$ cat config.mk
export PLATFORM = sky130hd
export DESIGN_NAME = regfile_read_port
export DESIGN_NICKNAME = d
export VERILOG_FILES = /design/src/rtl/regfile_read_port.sv
export SDC_FILE = /design/constraint.sdc
export NUM_CORES = 1
export LEC_CHECK = 0
export ABC_AREA = 1
export CELL_PAD_IN_SITES_DETAIL_PLACEMENT = 1
export CELL_PAD_IN_SITES_GLOBAL_PLACEMENT = 1
export CORE_MARGIN = 5
export CORE_UTILIZATION = 48
export CTS_CLUSTER_SIZE = 28
export DETAILED_ROUTE_END_ITERATION = 10
export PLACE_DENSITY_LB_ADDON = 0.1
export SYNTH_ARGS = -nofsm -noshare
export SYNTH_HDL_FRONTEND = slang
export SYNTH_SLANG_ARGS = --single-unit
$ cat constraint.sdc
create_clock -name clk -period 5.5 [get_ports clk]
set_input_delay 0.825 -clock clk [delete_from_list [all_inputs] [get_ports clk]]
set_output_delay 0.825 -clock clk [all_outputs]
set_load 0.01 [all_outputs]
$ cat src/rtl/regfile_read_port.sv
// Decode-stage register file: one write port, two registered read ports, 1-cycle read latency.
// re=0 holds operands (refreshed by writes to the held slot); flush clears them; reset wins over all.
module regfile_read_port #(
  parameter int WIDTH    = 16,
  parameter int ADDR_W   = 4,
  parameter int NUM_REGS = 12
) (
  input  logic              clk,
  input  logic              reset,
  input  logic              en_write,
  input  logic [ADDR_W-1:0] waddr,
  input  logic [WIDTH-1:0]  wdata,
  input  logic              re,
  input  logic              flush,
  input  logic [ADDR_W-1:0] raddr_a,
  input  logic [ADDR_W-1:0] raddr_b,
  output logic [WIDTH-1:0]  rdata_a,
  output logic [WIDTH-1:0]  rdata_b,
  output logic              rvalid
);

  localparam logic [ADDR_W:0] NUM_REGS_L = (ADDR_W+1)'(NUM_REGS);

  logic [WIDTH-1:0]  slots [NUM_REGS];
  logic [ADDR_W-1:0] held_a;
  logic [ADDR_W-1:0] held_b;

  logic              wr_ok;
  logic              byp_a;
  logic              byp_b;
  logic              rfr_a;
  logic              rfr_b;
  logic [WIDTH-1:0]  slot_a;
  logic [WIDTH-1:0]  slot_b;

  function automatic logic implemented(input logic [ADDR_W-1:0] addr);
    return {1'b0, addr} < NUM_REGS_L;
  endfunction

  always_comb begin
    wr_ok  = en_write && implemented(waddr);
    byp_a  = wr_ok && (waddr == raddr_a);
    byp_b  = wr_ok && (waddr == raddr_b);
    // refresh keeps stalled operands coherent with writeback
    rfr_a  = wr_ok && (waddr == held_a);
    rfr_b  = wr_ok && (waddr == held_b);
    slot_a = '0;
    slot_b = '0;
    if (implemented(raddr_a)) slot_a = slots[raddr_a];
    if (implemented(raddr_b)) slot_b = slots[raddr_b];
  end

  always_ff @(posedge clk) begin
    if (reset) begin
      for (int i = 0; i < NUM_REGS; i++) slots[i] <= '0;
    end else if (wr_ok) begin
      slots[waddr] <= wdata;
    end
  end

  always_ff @(posedge clk) begin
    if (reset || flush) begin
      rdata_a <= '0;
      rdata_b <= '0;
      rvalid  <= 1'b0;
      held_a  <= '0;
      held_b  <= '0;
    end else if (re) begin
      rdata_a <= byp_a ? wdata : slot_a;
      rdata_b <= byp_b ? wdata : slot_b;
      rvalid  <= 1'b1;
      held_a  <= raddr_a;
      held_b  <= raddr_b;
    end else begin
      if (rfr_a) rdata_a <= wdata;
      if (rfr_b) rdata_b <= wdata;
    end
  end

endmodule
==> out/qor.yml, run 1 <==
timing:
  setup_viol: 0
  maxSlewViolCount: 0
  fmax_ghz: 0.284
  worstMarginPinSlew_ns: 1.44
  fin_skew_ns: 0.0112
  finalCritPeriodShare: 0.640
  rsz0062_at_grt: "no"
  final-hold-violation-count: 0
  fin_crit_ns: 3.52
  slew_headroom: 0.0378
  tns_ns: 0
die:
  dieHeight_um: 177
  core-area_mm2: 0.0277
  placementRows: 61
  fp.dieW_um: 177
  pin_count: 66
  initial_core_util: 0.486
  dieArea_mm2: 0.0315
placement:
  port_buffers: 65
  dpl-instance-area_mm2: 0.0141
  gp_congestion: 0.944
  place_hpwl_um: 36800
worst_hold_path:
  hold_start: "rvalid"
  hold_path_end: "rvalid"
  min_path_cells: 2
  hold_class: "flip-flop to flip-flop"
flow_run:
  maxCapViolCount: 0
logic_synthesis:
  syn_area_mm2: 0.0135
  synth_top_area_cell: "edfxtp_1"
  syn_inst: 1868
  ys_ff_latch: 233
  avgSynthCellArea_um2: 7.21
  seq_area_frac_synth: 0.489
  synth_cell_types: 25
  synth_warnings: 0
  synth_nets: 1901
  netlist.area_leader.share: 0.428
  ys_top_cells_by_area: "edfxtp_1 (43%), nand2_1 (15%), nor2_1 (12%), nand3_1 (10%), dfxtp_1 (6.1%)"
power:
  ir_drop_v: 0.000210
  leakagePower_nw: 6.69
  power_density_mw_per_mm2: 301
grt:
  grt-ovfl-total: 0
  antenna_found_initial: 1
  grt_pass1_vias: 12800
  grt_pass1_wl_um: 80700
  grt_usage: 0.344
  grt_max_degree: 76
setup_path:
  path_cells: "clkdlybuf4s50_1 -> nand2_2 -> nand3_1 -> nor3_2 -> nand2_2 -> nand2_1"
  crit_fanout: 17
  rrSetupSlack_ns: 3.30
  crit_arrival_ns: 3.70
  crit_path_end_kind: "flip-flop"
  r2r-start: "held_b[0]"
  crit_top_cell: "nand2_2"
  reg2reg_depth: 9
  path_class: "input port to flip-flop"
  max_stage_delay_ns: 0.71
  worst_setup_path_start_kind: "input port"
  required_ns: 5.68
  cp_slowest_cell: "nand2_1"
  regToRegEndpoint: "rdata_b[15]"
clocking:
  clk_latency_ns: 0.55
  cts_root_buf: "clkbuf_16"
  hold_buffers: 0
  clock_sink_count: 233
  path_clk_slew_ns: 0.06
  cts_buffers: 26
  cts.path.max_buffers: 3
  cts_resized: 0
  htree_levels: 1
  cts_tree: "built"
  cts_setup_buffers: 0
layout:
  area_delta_synth_final_pct: 10.9
  final_common_cell: "nand2_1"
  layout-drive-gt1-share: 0.0615
  fin_area_mm2: 0.0149
  final_cell_mix: "nand2_1 (542), nor2_1 (437), nand3_1 (281), edfxtp_1 (192), inv_1 (179)"
  nets: 1882
status:
  status: "complete, no violations"
route:
  first_iter_violations: 1939
  vias_per_cell: 5.81
  drt-total-wl_um: 54700
  ant_nets: 0
  via_count: 13100
  drc: 0
  wire_per_inst_um: 24.3
  first_pass_iters: 5
## state kept, by name, summed over array words and instances (netlist names)
register,count
held_a,4
rdata_b,16
slots,192
rdata_a,16
rvalid,1
held_b,4
## layer usage
layer / vias to the layer above / GRT usage / wire [µm]
li1: 5809 / - / -
met1: 6394 / 0.488 / 22800
met2: 721 / 0.510 / 23500
met3: 128 / 0.0735 / 5670
met4: 0 / 0.148 / 2740
met5: - / 0 / 0
## logic make-up after synthesis
| group | count (synthesis) | synth area share |
|---|---|---|
| AOI/OAI and AO/OA | 12 | 0.00595 |
| DFF | 233 | 0.489 |
| xor gates and xnor gates | 6 | 0.00390 |
| and+or+nand+nor | 1301 | 0.403 |
| buffers and inverters | 316 | 0.0976 |
## area by class of cell
cell class                 instances  area [µm²]
fill                            3532       12800
clock inverter                    16         118
sequential                       233        6590
antenna                            1        2.50
tap                              378         473
multi-input combinational       1319        5560
clock buffer                      32         724
inverter                         190         714
timing repair buffer              79         748
## Yosys cell counts
master      n
nand3_2    10
a211oi_1    8
or2_2       1
dfxtp_1    41
nor2_4      1
xnor2_1     4
nand2_1   542
o21ai_1     4
nand3_1   281
nand2_2    20
nor3_2      4
nand3_4     2
xor2_1      2
buf_4       7
nor2_1    437
buf_1      11
inv_2      11
buf_12      1
nand2_4     2
buf_6       3
edfxtp_1  192
clkbuf_1   54
buf_2      50
nor2_2      1
inv_1     179
## per-stage QoR
| step | total power, mW | setup slack (ns) | cells | hold WS [ns] | util |
|---|---|---|---|---|---|
| 2_1_floorplan | 2.49 | 2.97 | 1868 | 0.474 | - |
| 3_3_place_gp | 2.74 | 1.63 | 2199 | 0.459 | 0.508 |
| 3_5_place_dp | 2.76 | 1.57 | 2199 | 0.473 | 0.508 |
| 4_1_cts | 4.48 | 2.07 | 2247 | 0.481 | 0.539 |
| 5_1_grt | 4.63 | 1.91 | 2247 | 0.517 | 0.539 |
| 6_report | 4.49 | 1.98 | 2248 | 0.482 | 0.539 |
## power by group
group | leakage (nW) | switching, mW | internal [mW]
registers | 2.16 | 0.0538 | 2.00
logic | 4.12 | 0.508 | 0.184
clock network | 0.414 | 0.761 | 0.982
## worst max path at each step
stage	slack, ns	endpoint	cells after the start	from
after floorplan	2.97	slots[0][0]	7	waddr[2]
after global placement	1.63	slots[6][6]	6	waddr[2]
after detailed placement	1.57	slots[2][1]	6	waddr[2]
after CTS	2.07	slots[2][12]	6	waddr[2]
after global routing	1.91	slots[2][12]	6	waddr[2]
final	1.98	slots[6][6]	6	waddr[3]
## critical path: cells and delay by family
kind,cells,cell delay (ns)
AND/OR/NAND/NOR,5,2.20
buffers and inverters,1,0.66
(Power assumes the default switching activity.)
==> run 2: changes to the inputs <==
--- a/config.mk
+++ b/config.mk
@@ -9,7 +9,7 @@
 export CELL_PAD_IN_SITES_DETAIL_PLACEMENT = 1
 export CELL_PAD_IN_SITES_GLOBAL_PLACEMENT = 1
 export CORE_MARGIN = 5
-export CORE_UTILIZATION = 48
+export CORE_UTILIZATION = 44
 export CTS_CLUSTER_SIZE = 28
 export DETAILED_ROUTE_END_ITERATION = 10
 export PLACE_DENSITY_LB_ADDON = 0.1
==> constraint.sdc (replaced) <==
create_clock -name clk -period 3.45 [get_ports clk]
set_input_delay 0.5175 -clock clk [delete_from_list [all_inputs] [get_ports clk]]
set_output_delay 0.5175 -clock clk [all_outputs]
set_load 0.01 [all_outputs]
==> out/qor.yml, run 2 (synthesized netlist as in run 1, its figures left out) <==
grt:
  antenna_found_initial: 0  # -1
  grt_usage: 0.297  # -0.0475
  grt_pass1_wl_um: 77200  # -4.4%
  grt-ovfl-total: 0  # unchanged
  grt_pass1_vias: 12900  # +1.2%
  grt_max_degree: 76  # unchanged
die:
  dieHeight_um: 185  # +4.2%
  core-area_mm2: 0.0304  # +9.8%
  dieArea_mm2: 0.0342  # +8.6%
  pin_count: 66  # unchanged
  fp.dieW_um: 185  # +4.2%
  placementRows: 64  # +4.9%
  initial_core_util: 0.442  # -0.0435
route:
  drt-met1-wl_um: 21200  # -7.0%
  dr_wl_met3_um: 3220  # -43%
  ant_nets: 0  # unchanged
  via_count: 12800  # -2.2%
  drc: 0  # unchanged
  vias_per_cell: 5.54  # -4.6%
  met2_length_um: 24100  # +2.5%
  routed.top_layer: "met4"
  drt-total-wl_um: 51000  # -6.7%
  first_iter_violations: 913  # -53%
  first_pass_iters: 7  # +2
  wire_per_inst_um: 22.1  # -9.0%
clocking:
  cts_tree: "built"
  path_clk_slew_ns: 0.06  # about the same
  htree_levels: 1  # unchanged
  cts_root_buf: "clkbuf_16"
  cts_resized: 0  # unchanged
  cts.path.max_buffers: 3  # unchanged
  cts_buffers: 29  # +12%
  clk_latency_ns: 0.57  # +0.02 ns
  hold_buffers: 0  # unchanged
  cts_setup_buffers: 0  # unchanged
  clock_sink_count: 233  # unchanged
layout:
  reg.largest.list: "slots (192), rdata_a (16), rdata_b (16)"
  finalNonFillerCells: 2306  # +2.6%
  final_cell_mix: "nand2_1 (542), nor2_1 (437), nand3_1 (281), edfxtp_1 (192), inv_1 (179)"
  area_delta_synth_final_pct: 13.1
  nets: 1920  # +2.0%
  layout-drive-gt1-share: 0.0754  # +0.0139
  fin_area_mm2: 0.0152  # +1.9%
  regMostFlops: "slots"
  n_antenna_cell: 0  # -1
  n_fill_cell: 3887  # +10%
  final_common_cell: "nand2_1"
  largest_reg_flops: 192  # unchanged
timing:
  worstMarginPinSlew_ns: 0.905  # -0.533 ns
  maxSlewViolCount: 0  # unchanged
  final-hold-violation-count: 0  # unchanged
  slew_headroom: 0.397  # +0.359
  fin_skew_ns: 0.0252  # +0.0140 ns
  fin_crit_ns: 2.53
  finalCritPeriodShare: 0.733
  rsz0062_at_grt: "no"
  setup_viol: 0  # unchanged
  fmax_ghz: 0.396
  tns_ns: 0  # unchanged
power:
  ir_drop_v: 0.000381  # +81%
  leakagePower_nw: 6.86  # +2.5%
  power_density_mw_per_mm2: 466  # +55%
placement:
  place_hpwl_um: 34000  # -7.6%
  dpl-instance-area_mm2: 0.0144  # +2.1%
  gp_congestion: 0.873  # -7.5%
  placed_cells: 2252  # +2.4%
  port_buffers: 65  # unchanged
setup_path:
  max_stage_delay_ns: 0.51  # -0.20 ns
  path_class: "input port to flip-flop"
  cp_slowest_cell: "clkdlybuf4s50_1"
  crit_arrival_ns: 2.76  # -0.94 ns
  worst_setup_path_start_kind: "input port"
  required_ns: 3.68  # -2.00 ns
  crit_path_end_kind: "flip-flop"
  path_cells: "clkdlybuf4s50_1 -> inv_1 -> nand3_1 -> nor3_2 -> nand2_2 -> nand2_1 -> buf_4"
  reg2reg_depth: 9  # unchanged
  crit_fanout: 16  # -1
worst_hold_path:
  hold_class: "flip-flop to flip-flop"
  min_path_cells: 2  # unchanged
status:
  status: "complete, no violations"
flow_run:
  maxCapViolCount: 0  # unchanged
-- run 2: cell count changes in the layout (fill, tap and decap cells not counted), sizes merged --
cell      change
buf          +35
bufinv        -1
clkbuf        +3
clkinv        +5
clkinvlp      -3
diode         -1
inv           +2
-- run 2: worst paths after layout --
path	end	slack [ns]	startpoint
worst max-delay path	slots[6][8]	0.92	reset
worst min-delay path	rvalid	0.49	rvalid
worst max register to register	rdata_a[10]	1.63	held_a[0]
worst min register to register	rvalid	0.49	rvalid
-- run 2: per-stage QoR --
stage	power, mW	hold slack, ns	setup slack, ns	util
finish	7.10	0.494	0.922	0.500
global route	7.36	0.518	0.831	0.500
CTS	7.12	0.495	0.951	0.500
detailed placement	4.39	0.485	0.377	0.473
global placement	4.36	0.480	0.382	0.473
floorplan	3.96	0.474	1.23	-
-- run 2: metal layers --
metal  vias to the layer above  global-route usage
met4                         0               0.130
met1                      6316               0.385
met2                       457               0.499
met5                         -                   0
met3                       120              0.0379
li1                       5876                   -
-- run 2: power breakdown --
group          switching [mW]  internal, mW
combinational           0.776         0.312
sequential             0.0629          3.19
clock                    1.23          1.53
-- run 2: cell type report --
class	instances	area, µm²	share of cell area
Clock buffer	35	748	0.0492
Clock inverter	19	90.1	0.00592
Inverter	190	713	0.0469
Multi-Input combinational cell	1319	5560	0.365
Sequential cell	233	6590	0.433
Tap cell	396	495	0.0326
Timing Repair Buffer	114	1020	0.0673
-- run 2: critical path, delay by kind of cell --
family                 cells  cell delay [ns]
and+or+nand+nor            4             0.98
buffers and inverters      3             1.25
==> run 3: changes to the inputs <==
--- a/config.mk
+++ b/config.mk
@@ -9,7 +9,7 @@
 export CELL_PAD_IN_SITES_DETAIL_PLACEMENT = 1
 export CELL_PAD_IN_SITES_GLOBAL_PLACEMENT = 1
 export CORE_MARGIN = 5
-export CORE_UTILIZATION = 44
+export CORE_UTILIZATION = 40
 export CTS_CLUSTER_SIZE = 28
 export DETAILED_ROUTE_END_ITERATION = 10
 export PLACE_DENSITY_LB_ADDON = 0.1
==> constraint.sdc (replaced) <==
create_clock -name clk -period 2.1 [get_ports clk]
set_input_delay 0.315 -clock clk [delete_from_list [all_inputs] [get_ports clk]]
set_output_delay 0.315 -clock clk [all_outputs]
set_load 0.01 [all_outputs]
==> out/qor.yml, run 3 (synthesized netlist as in run 1, its figures left out) <==
clocking:
  cts_buffers: 28  # -3.4%
  clk_latency_ns: 0.55  # -0.02 ns
  cts_resized: 0  # unchanged
  cts.path.max_buffers: 3  # unchanged
  clock_sink_count: 233  # unchanged
  htree_levels: 1  # unchanged
  path_clk_slew_ns: 0.06  # about the same
  cts_tree: "built"
  hold_buffers: 0  # unchanged
  cts_root_buf: "clkbuf_16"
  cts_setup_buffers: 0  # unchanged
route:
  ant_nets: 0  # unchanged
  via_count: 12900  # +1.4%
  drt-total-wl_um: 53500  # +4.9%
  first_iter_violations: 869  # -4.8%
  vias_per_cell: 5.34  # -3.5%
  first_pass_iters: 6  # -1
  wire_per_inst_um: 22.1  # -0.13%
  drc: 0  # unchanged
die:
  fp.dieW_um: 193  # +4.6%
  dieArea_mm2: 0.0374  # +9.4%
  initial_core_util: 0.403  # -0.0389
  pin_count: 66  # unchanged
  placementRows: 67  # +4.7%
  dieHeight_um: 193  # +4.6%
  core-area_mm2: 0.0334  # +9.6%
power:
  ir_drop_v: 0.000591  # +55%
  power_density_mw_per_mm2: 763  # +63%
  leakagePower_nw: 7.42  # +8.1%
grt:
  antenna_found_initial: 1  # +1
  grt-ovfl-total: 0  # unchanged
  grt_pass1_wl_um: 81500  # +5.6%
  grt_pass1_vias: 13400  # +3.5%
  grt_usage: 0.280  # -0.0164
  grt_max_degree: 60  # -21%
flow_run:
  maxCapViolCount: 0  # unchanged
layout:
  n_antenna_cell: 0  # unchanged
  n_fill_cell: 4199  # +8.0%
  fin_area_mm2: 0.0164  # +7.5%
  reg.largest.list: "slots (192), rdata_a (16), rdata_b (16)"
  regMostFlops: "slots"
  register_area_mm2: 0.00659  # unchanged
  largest_reg_flops: 192  # unchanged
  nets: 1986  # +3.4%
  area_delta_synth_final_pct: 21.5
  layout-drive-gt1-share: 0.110  # +0.0345
  finalNonFillerCells: 2423  # +5.1%
  final_cell_mix: "nand2_1 (542), nor2_1 (437), nand3_1 (281), edfxtp_1 (192), inv_1 (179)"
  multi_input_area_mm2: 0.00556  # unchanged
  final_common_cell: "nand2_1"
worst_hold_path:
  min_path_cells: 4  # +2
  hold_path_end: "held_b[1]"
  hold_class: "input port to flip-flop"
  hold_start: "raddr_b[1]"
timing:
  tns_ns: 0  # unchanged
  fmax_ghz: 0.535
  slew_headroom: 0.699  # +0.303
  worst_slack_ns: 0.232  # -0.690 ns
  finalCritPeriodShare: 0.889
  worstMarginPinSlew_ns: 0.451  # -0.454 ns
  final-hold-violation-count: 0  # unchanged
  fin_crit_ns: 1.87
  rsz0062_at_grt: "no"
  maxSlewViolCount: 0  # unchanged
  fin_skew_ns: 0.00916  # -0.0160 ns
  setup_viol: 0  # unchanged
setup_path:
  max_stage_delay_ns: 0.60  # +0.09 ns
  worst_setup_path_start_kind: "flip-flop"
  regToRegEndpoint: "rdata_a[14]"
  path_class: "flip-flop to output pin"
  rrSetupSlack_ns: 0.48  # -1.15 ns
  cp_slowest_cell: "clkdlybuf4s50_1"
  r2r-start: "slots[3][14]"
  path_cells: "clkdlybuf4s50_1"
  cp_top_family: "buffers and inverters"
  crit_path_end_kind: "output pin"
  crit_fanout: 2  # -14
  crit_arrival_ns: 1.55  # -1.21 ns
  reg2reg_depth: 11  # +2
  path_buf_inv: 1  # -2
  required_ns: 1.78  # -1.90 ns
placement:
  port_buffers: 65  # unchanged
  placed_cells: 2371  # +5.3%
  dpl-instance-area_mm2: 0.0154  # +7.1%
  gp_congestion: 0.881  # +0.89%
  pre_cts_slack_ns: -0.164  # -0.541 ns
  place_hpwl_um: 35700  # +4.9%
status:
  status: "complete, no violations"
==> run 3: where the power goes <==
group	total, mW	switching, mW	internal [mW]
clock	5.11	2.00	3.11
combinational	2.02	1.32	0.692
sequential	5.34	0.104	5.24
==> run 3: cell type report <==
cell class / count / area share
flip-flops and latches: 233 / 0.403
multi-input cells: 1319 / 0.340
repair buffers: 181 / 0.121
clock buffers: 31 / 0.0448
inverters: 190 / 0.0436
well taps: 448 / 0.0343
clock inverters: 21 / 0.0138
==> run 3: worst max-delay path by stage <==
stage                 from  depth (start not counted)  slack (ns)           to
3_5_place_dp      waddr[3]                         12       -0.16  rdata_a[11]
3_3_place_gp      waddr[2]                         11       -0.16  rdata_a[11]
5_1_grt        rdata_b[13]                          1        0.21  rdata_b[13]
6_report       rdata_b[13]                          1        0.23  rdata_b[13]
4_1_cts        rdata_b[13]                          1        0.23  rdata_b[13]
2_1_floorplan     waddr[2]                          7        0.08  slots[0][0]
==> run 3: through the flow <==
step | power [mW] | utilization | hold slack [ns]
after detailed placement | 7.43 | 0.461 | 0.469
after floorplan | 6.51 | - | 0.474
after global routing | 12.9 | 0.490 | 0.383
after global placement | 7.38 | 0.461 | 0.458
final | 12.5 | 0.490 | 0.380
after CTS | 12.5 | 0.490 | 0.369
==> run 3: worst register-to-register path: cells and delay by family, from the launching register on <==
family	cells	cell delay, ns
AND/OR/NAND/NOR	9	0.87
flip-flops	1	0.39
buffers and inverters	2	0.26
==> run 3: routing by layer <==
layer  vias up  GRT usage  routed length, µm
li1       6009          -                  -
met1      6363      0.366              22400
met2       454      0.470              25200
met3       122     0.0407               3580
met4         0      0.114               2360
met5         -          0                  0
==> edit 1 (settings of run 2) <==
Register the output `rdata_a` once more, with the module's reset; this adds one clock of latency there. The other outputs are not delayed to match.
--- a/src/rtl/regfile_read_port.sv
+++ b/src/rtl/regfile_read_port.sv
@@ -20,6 +20,8 @@
 );
 
   localparam logic [ADDR_W:0] NUM_REGS_L = (ADDR_W+1)'(NUM_REGS);
+
+  logic [WIDTH-1:0] rdata_a_s0;
 
   logic [WIDTH-1:0]  slots [NUM_REGS];
   logic [ADDR_W-1:0] held_a;
@@ -60,21 +62,29 @@
 
   always_ff @(posedge clk) begin
     if (reset || flush) begin
-      rdata_a <= '0;
+      rdata_a_s0 <= '0;
       rdata_b <= '0;
       rvalid  <= 1'b0;
       held_a  <= '0;
       held_b  <= '0;
     end else if (re) begin
-      rdata_a <= byp_a ? wdata : slot_a;
+      rdata_a_s0 <= byp_a ? wdata : slot_a;
       rdata_b <= byp_b ? wdata : slot_b;
       rvalid  <= 1'b1;
       held_a  <= raddr_a;
       held_b  <= raddr_b;
     end else begin
-      if (rfr_a) rdata_a <= wdata;
+      if (rfr_a) rdata_a_s0 <= wdata;
       if (rfr_b) rdata_b <= wdata;
     end
   end
 
+  always_ff @(posedge clk) begin
+    if (reset) begin
+      rdata_a <= '0;
+    end else begin
+      rdata_a <= rdata_a_s0;
+    end
+  end
+
 endmodule
Behaviour: not the same (a bounded check fails within 4 cycles, from zero or initial values and one cycle with reset high).
==> edit 1 against run 2 <==
- cell area is 3.8% higher
- setup slack improved by 0.20 ns
- via count increased by 1.6%
- power is 8.7% higher
- sequential cell count is 16 higher
- non-clock buffer count grew 2
- wire length rose by 2.7%
- register-to-register slack gained 0.07 ns
- clock skew shrank 0.0024 ns
- area after synthesis increased by 2.8%
- largest cell class unchanged
- largest power group unchanged
- highest routed layer unchanged
==> edit 1: results (changes against run 2) <==
Post-synth top cells=nand2_1, nor2_1, nand3_1; fin worst setup slack=1.12 ns (+0.198 ns); HPWL Detailed=34.0 mm (+0.11%); nets=1,953 (+1.7%); skew final=0.0228 ns (-0.00237 ns); maximum number of pins on one net before global-route repair=50 (-34%); drt pass-1 iters=6 (-1); initial antenna violation count=1 (+1); result of the run=completed; origin of the worst setup path=waddr[2]; GRT Resource Usage Total=29.3% (-0.36 points); Worst EP arrival=2.73 ns (-0.03 ns); synth unique cells=24 (-4.0%); final hold slack=0.432 ns (-0.0624 ns); Hold Path Origin=rdata_a_s0[2]; flop-to-flop setup slack=1.70 ns (+0.07 ns); measured slew at the worst slew-check pin=0.945 ns (+0.0405 ns); Area contributors post-synth=edfxtp_1, nand2_1, nor2_1; vias=13,000 (+1.6%); DR WL/cell=22.4 um (+1.0%); first-pass GRT wire length=79.6 mm (+3.2%); ratio of cells with drive above 1 in the final layout=7.57% (+0.030 points); NetSw=2.10 mW (+2.0%); Lkg Pwr=7.11 nW (+3.7%); GP Congestion=0.891 (+2.1%); FF-to-FF Start=held_b[3]; number of DRC markers in iteration 0=1,075 (+18%); vias in the first global route=13,500 (+4.6%); Placed Area=14,800 um2 (+3.0%); Worst Path Max Fanout=17 (+1); cts bufs inserted=28 (-3.4%); Seq/Total Area, Yosys=49.9% (+0.96 points); yosys warns=0 (unchanged); Avg Inst Size Synth=7.28 um2 (+1.0%); dpl ws=0.562 ns (+0.185 ns); synthesized net count=1,935 (+1.8%); Peak VDD IR=0.385 mV (+0.90%)
==> edit 1: worst paths after layout <==
path	endpoint	depth (start not counted)
max	rdata_b[2]	11
min	rdata_a[2]	2
max reg2reg	rdata_b[2]	8
min reg2reg	rdata_a[2]	2
==> edit 1: per-layer routing <==
| metal | GRT usage, % | vias up | share of wire [%] | routed length, um |
|---|---|---|---|---|
| li1 | - | 5972 | - | - |
| met1 | 37.6 | 6467 | 42 | 21800 |
| met2 | 50.6 | 417 | 48 | 25400 |
| met3 | 3.14 | 112 | 5.4 | 2850 |
| met4 | 12.2 | 0 | 4.7 | 2450 |
| met5 | 0 | - | 0 | 0 |
==> edit 1: power by group through the flow <==
stage               Sequential [mW]  Combinational, mW  Clock [mW]
CTS                            3.44               1.09        3.22
global route                   3.45               1.19        3.35
global placement               3.50               1.05           0
finish                         3.44               1.09        3.18
floorplan                      3.49              0.672           0
detailed placement             3.50               1.08           0
==> edit 1: logic make-up (layout without fill, tap and decap cells) <==
logic type                after synthesis  after routing  synth area share, %
AOI/OAI and AO/OA                      12             12                0.578
other                                   0              1                    0
DFF                                   249            249                 49.9
xor gates and xnor gates                6              6                0.380
and+or+nand+nor                      1317           1317                 39.5
buffers and inverters                 318            358                 9.62
==> edit 1: worst max-delay path, stage by stage <==
cell and delay (ns):
clkdlybuf4s50_1 0.63, nand2_2 0.18, nand2_1 0.13, nor2_1 0.22
nand3_4 0.30, nand2_4 0.32, nand2_1 0.09, nand2_1 0.09
nor2_1 0.07, nor2_1 0.10, nor2_1 0.06
==> edit 1: cell type report <==
type	instances	area, um2
Tap cell	402	503
Multi-Input combinational cell	1335	5610
Sequential cell	249	6910
Fill cell	3909	15500
Clock buffer	39	797
Timing Repair Buffer	116	1090
Clock inverter	13	181
Inverter	190	713
Antenna cell	1	2.50
==> edit 1: stage by stage <==
step / utilization (%) / total power, mW
2_1_floorplan: - / 4.16
3_3_place_gp: 47.3 / 4.54
3_5_place_dp: 47.3 / 4.58
4_1_cts: 50.4 / 7.75
5_1_grt: 50.5 / 8.00
6_report: 50.5 / 7.71
==> edit 2 (settings of run 2) <==
Without the edit above. Set the parameter `WIDTH` to 12 (it was 16).
--- a/src/rtl/regfile_read_port.sv
+++ b/src/rtl/regfile_read_port.sv
@@ -1,7 +1,7 @@
 // Decode-stage register file: one write port, two registered read ports, 1-cycle read latency.
 // re=0 holds operands (refreshed by writes to the held slot); flush clears them; reset wins over all.
 module regfile_read_port #(
-  parameter int WIDTH    = 16,
+  parameter int WIDTH    = 12,
   parameter int ADDR_W   = 4,
   parameter int NUM_REGS = 12
 ) (
Interface: changed (resized rdata_a, rdata_b and wdata); port bits go from 66 to 54. No check against the original RTL was run, so the function may have changed too.
==> edit 2 against run 2 <==
- sequential power shrank 24%
- setup slack got worse by 0.0036 ns
- wire length shrank 25%
- power fell by 24%
- area after synthesis fell by 24%
- synthesized cell count shrank 23%
- critical path depth down 1
- highest routed layer is now met5
- cell area decreased by 24%
- sequential cell count decreased by 56
==> edit 2: results (changes against run 2) <==
Lkg Pwr=5.20 nW (-24%); CTS H-tree lvls=4 (+3); Worst Path Max Fanout=12 (-4); Placed Cells=1,746 (-22%); vias per cell=5.37 (-3.0%); Peak VDD IR=0.314 mV (-18%); GP Congestion=0.910 (+4.3%); global-route met1 utilization=40.3% (+1.8 points); Post-synth top cells=nand2_1, nor2_1, nand3_1; Worst EP arrival=2.60 ns (-0.16 ns); synthesized net count=1,469 (-23%); skew final=0.00990 ns (-0.0153 ns); clk buf depth=2 (-1); drt pass-1 iters=5 (-2); # Post-CTS Setup Buffers=0 (unchanged); PortBufs=53 (-18%); Max Used Layer=met5; Gate Count Post-Synth=1,440 (-23%); flip-flop count of the largest register after layout=144 (-25%); Worst-path clk slew=0.08 ns (+0.02 ns); latest clock arrival within the worst-skew pair=0.44 ns (-0.13 ns); fraction of registers with async set/reset=0% (unchanged); cts bufs inserted=17 (-41%); met3 WL=2.74 mm (-15%); yosys warns=0 (unchanged); initial antenna violation count=1 (+1); Resized cells post-CTS=0 (unchanged); type of the tightest min-delay check=reg -> reg; maximum number of pins on one net before global-route repair=74 (-2.6%); result of the run=completed; biggest regs=slots x144, rdata_a x12, rdata_b x12; Seq/Total Area, Yosys=48.5% (-0.44 points); dpl ws=0.484 ns (+0.106 ns); Placed Area=11,000 um2 (-24%); Area contributors post-synth=edfxtp_1, nand2_1, nor2_1; slowest CP cell=clkdlybuf4s50_1; Post-synth EDFFs=144 (-25%); Post-Route M1 WL=17.2 mm (-19%); routed length on met2=17.4 mm (-28%); synth unique cells=21 (-16%); vias in the first global route=9,424 (-27%); first-pass GRT wire length=57.0 mm (-26%); Post-Route WL=38.1 mm (-25%); number of DRC markers in iteration 0=895 (-2.0%); ratio of cells with drive above 1 in the final layout=5.89% (-1.6 points); HPWL Detailed=25.7 mm (-24%); CP peak stage delay=0.57 ns (+0.06 ns); crit-path leading delay family=simple AND/OR/NAND/NOR gates; final cell count without fillers=1,778 (-23%); met3 Use GR=6.91% (+3.1 points); grt met2 use=45.1% (-4.8 points); slew margin rel.=30.4% (-9.3 points); GRT Resource Usage Total=28.7% (-0.93 points)
-- edit 2: cell types whose count changed in the layout (fill, tap and decap cells not counted), moves of 8 or more --
cell	run 2	this run
nand2_1	542	430
nor2_1	437	335
nand3_1	281	214
edfxtp_1	192	144
inv_1	179	142
buf_4	49	33
nand2_2	20	4
clkbuf_16	29	17
clkdlybuf4s50_1	60	51
clkinv_1	10	2
dfxtp_1	41	33
-- edit 2: cells by family (layout without fill, tap and decap cells) --
logic type / after synthesis / after routing / share of synthesized area [%]
simple gates: 997 / 997 / 39.8
buf+inv: 248 / 267 / 10.5
flops: 177 / 177 / 48.5
compound gates: 12 / 12 / 0.779
xor+xnor: 6 / 6 / 0.511
-- edit 2: report_power, final --
group	total [mW]	switching [mW]	internal (mW)	leakage, nW
logic	0.830	0.589	0.241	3.28
registers	2.47	0.0495	2.42	1.64
clock network	2.06	0.968	1.09	0.288
-- edit 2: worst reg2reg max path, stage by stage (launching register included) --
cell and delay (ns):
edfxtp_1 0.37, inv_1 0.08, nand2_1 0.06, nand3_1 0.14
nand3_1 0.12, nand2_1 0.09, nor2_1 0.08, nor2_1 0.23
nor2_1 0.10, nor2_1 0.09, nor2_1 0.04
-- edit 2: worst paths after layout --
check / start / to / slack (ns) / cells past startpoint
min: rvalid / rvalid / 0.50 / 2
max reg2reg: slots[11][3] / rdata_b[3] / 1.92 / 10
max: waddr[3] / slots[1][11] / 0.92 / 6
min reg2reg: rvalid / rvalid / 0.50 / 2
-- edit 2: layout make-up --
class | instances | area [um2]
fill | 3013 | 11700
sequential | 177 | 4980
multi-input combinational | 1015 | 4220
timing repair buffer | 89 | 828
clock buffer | 17 | 425
inverter | 146 | 548
tap | 319 | 399
clock inverter | 15 | 171
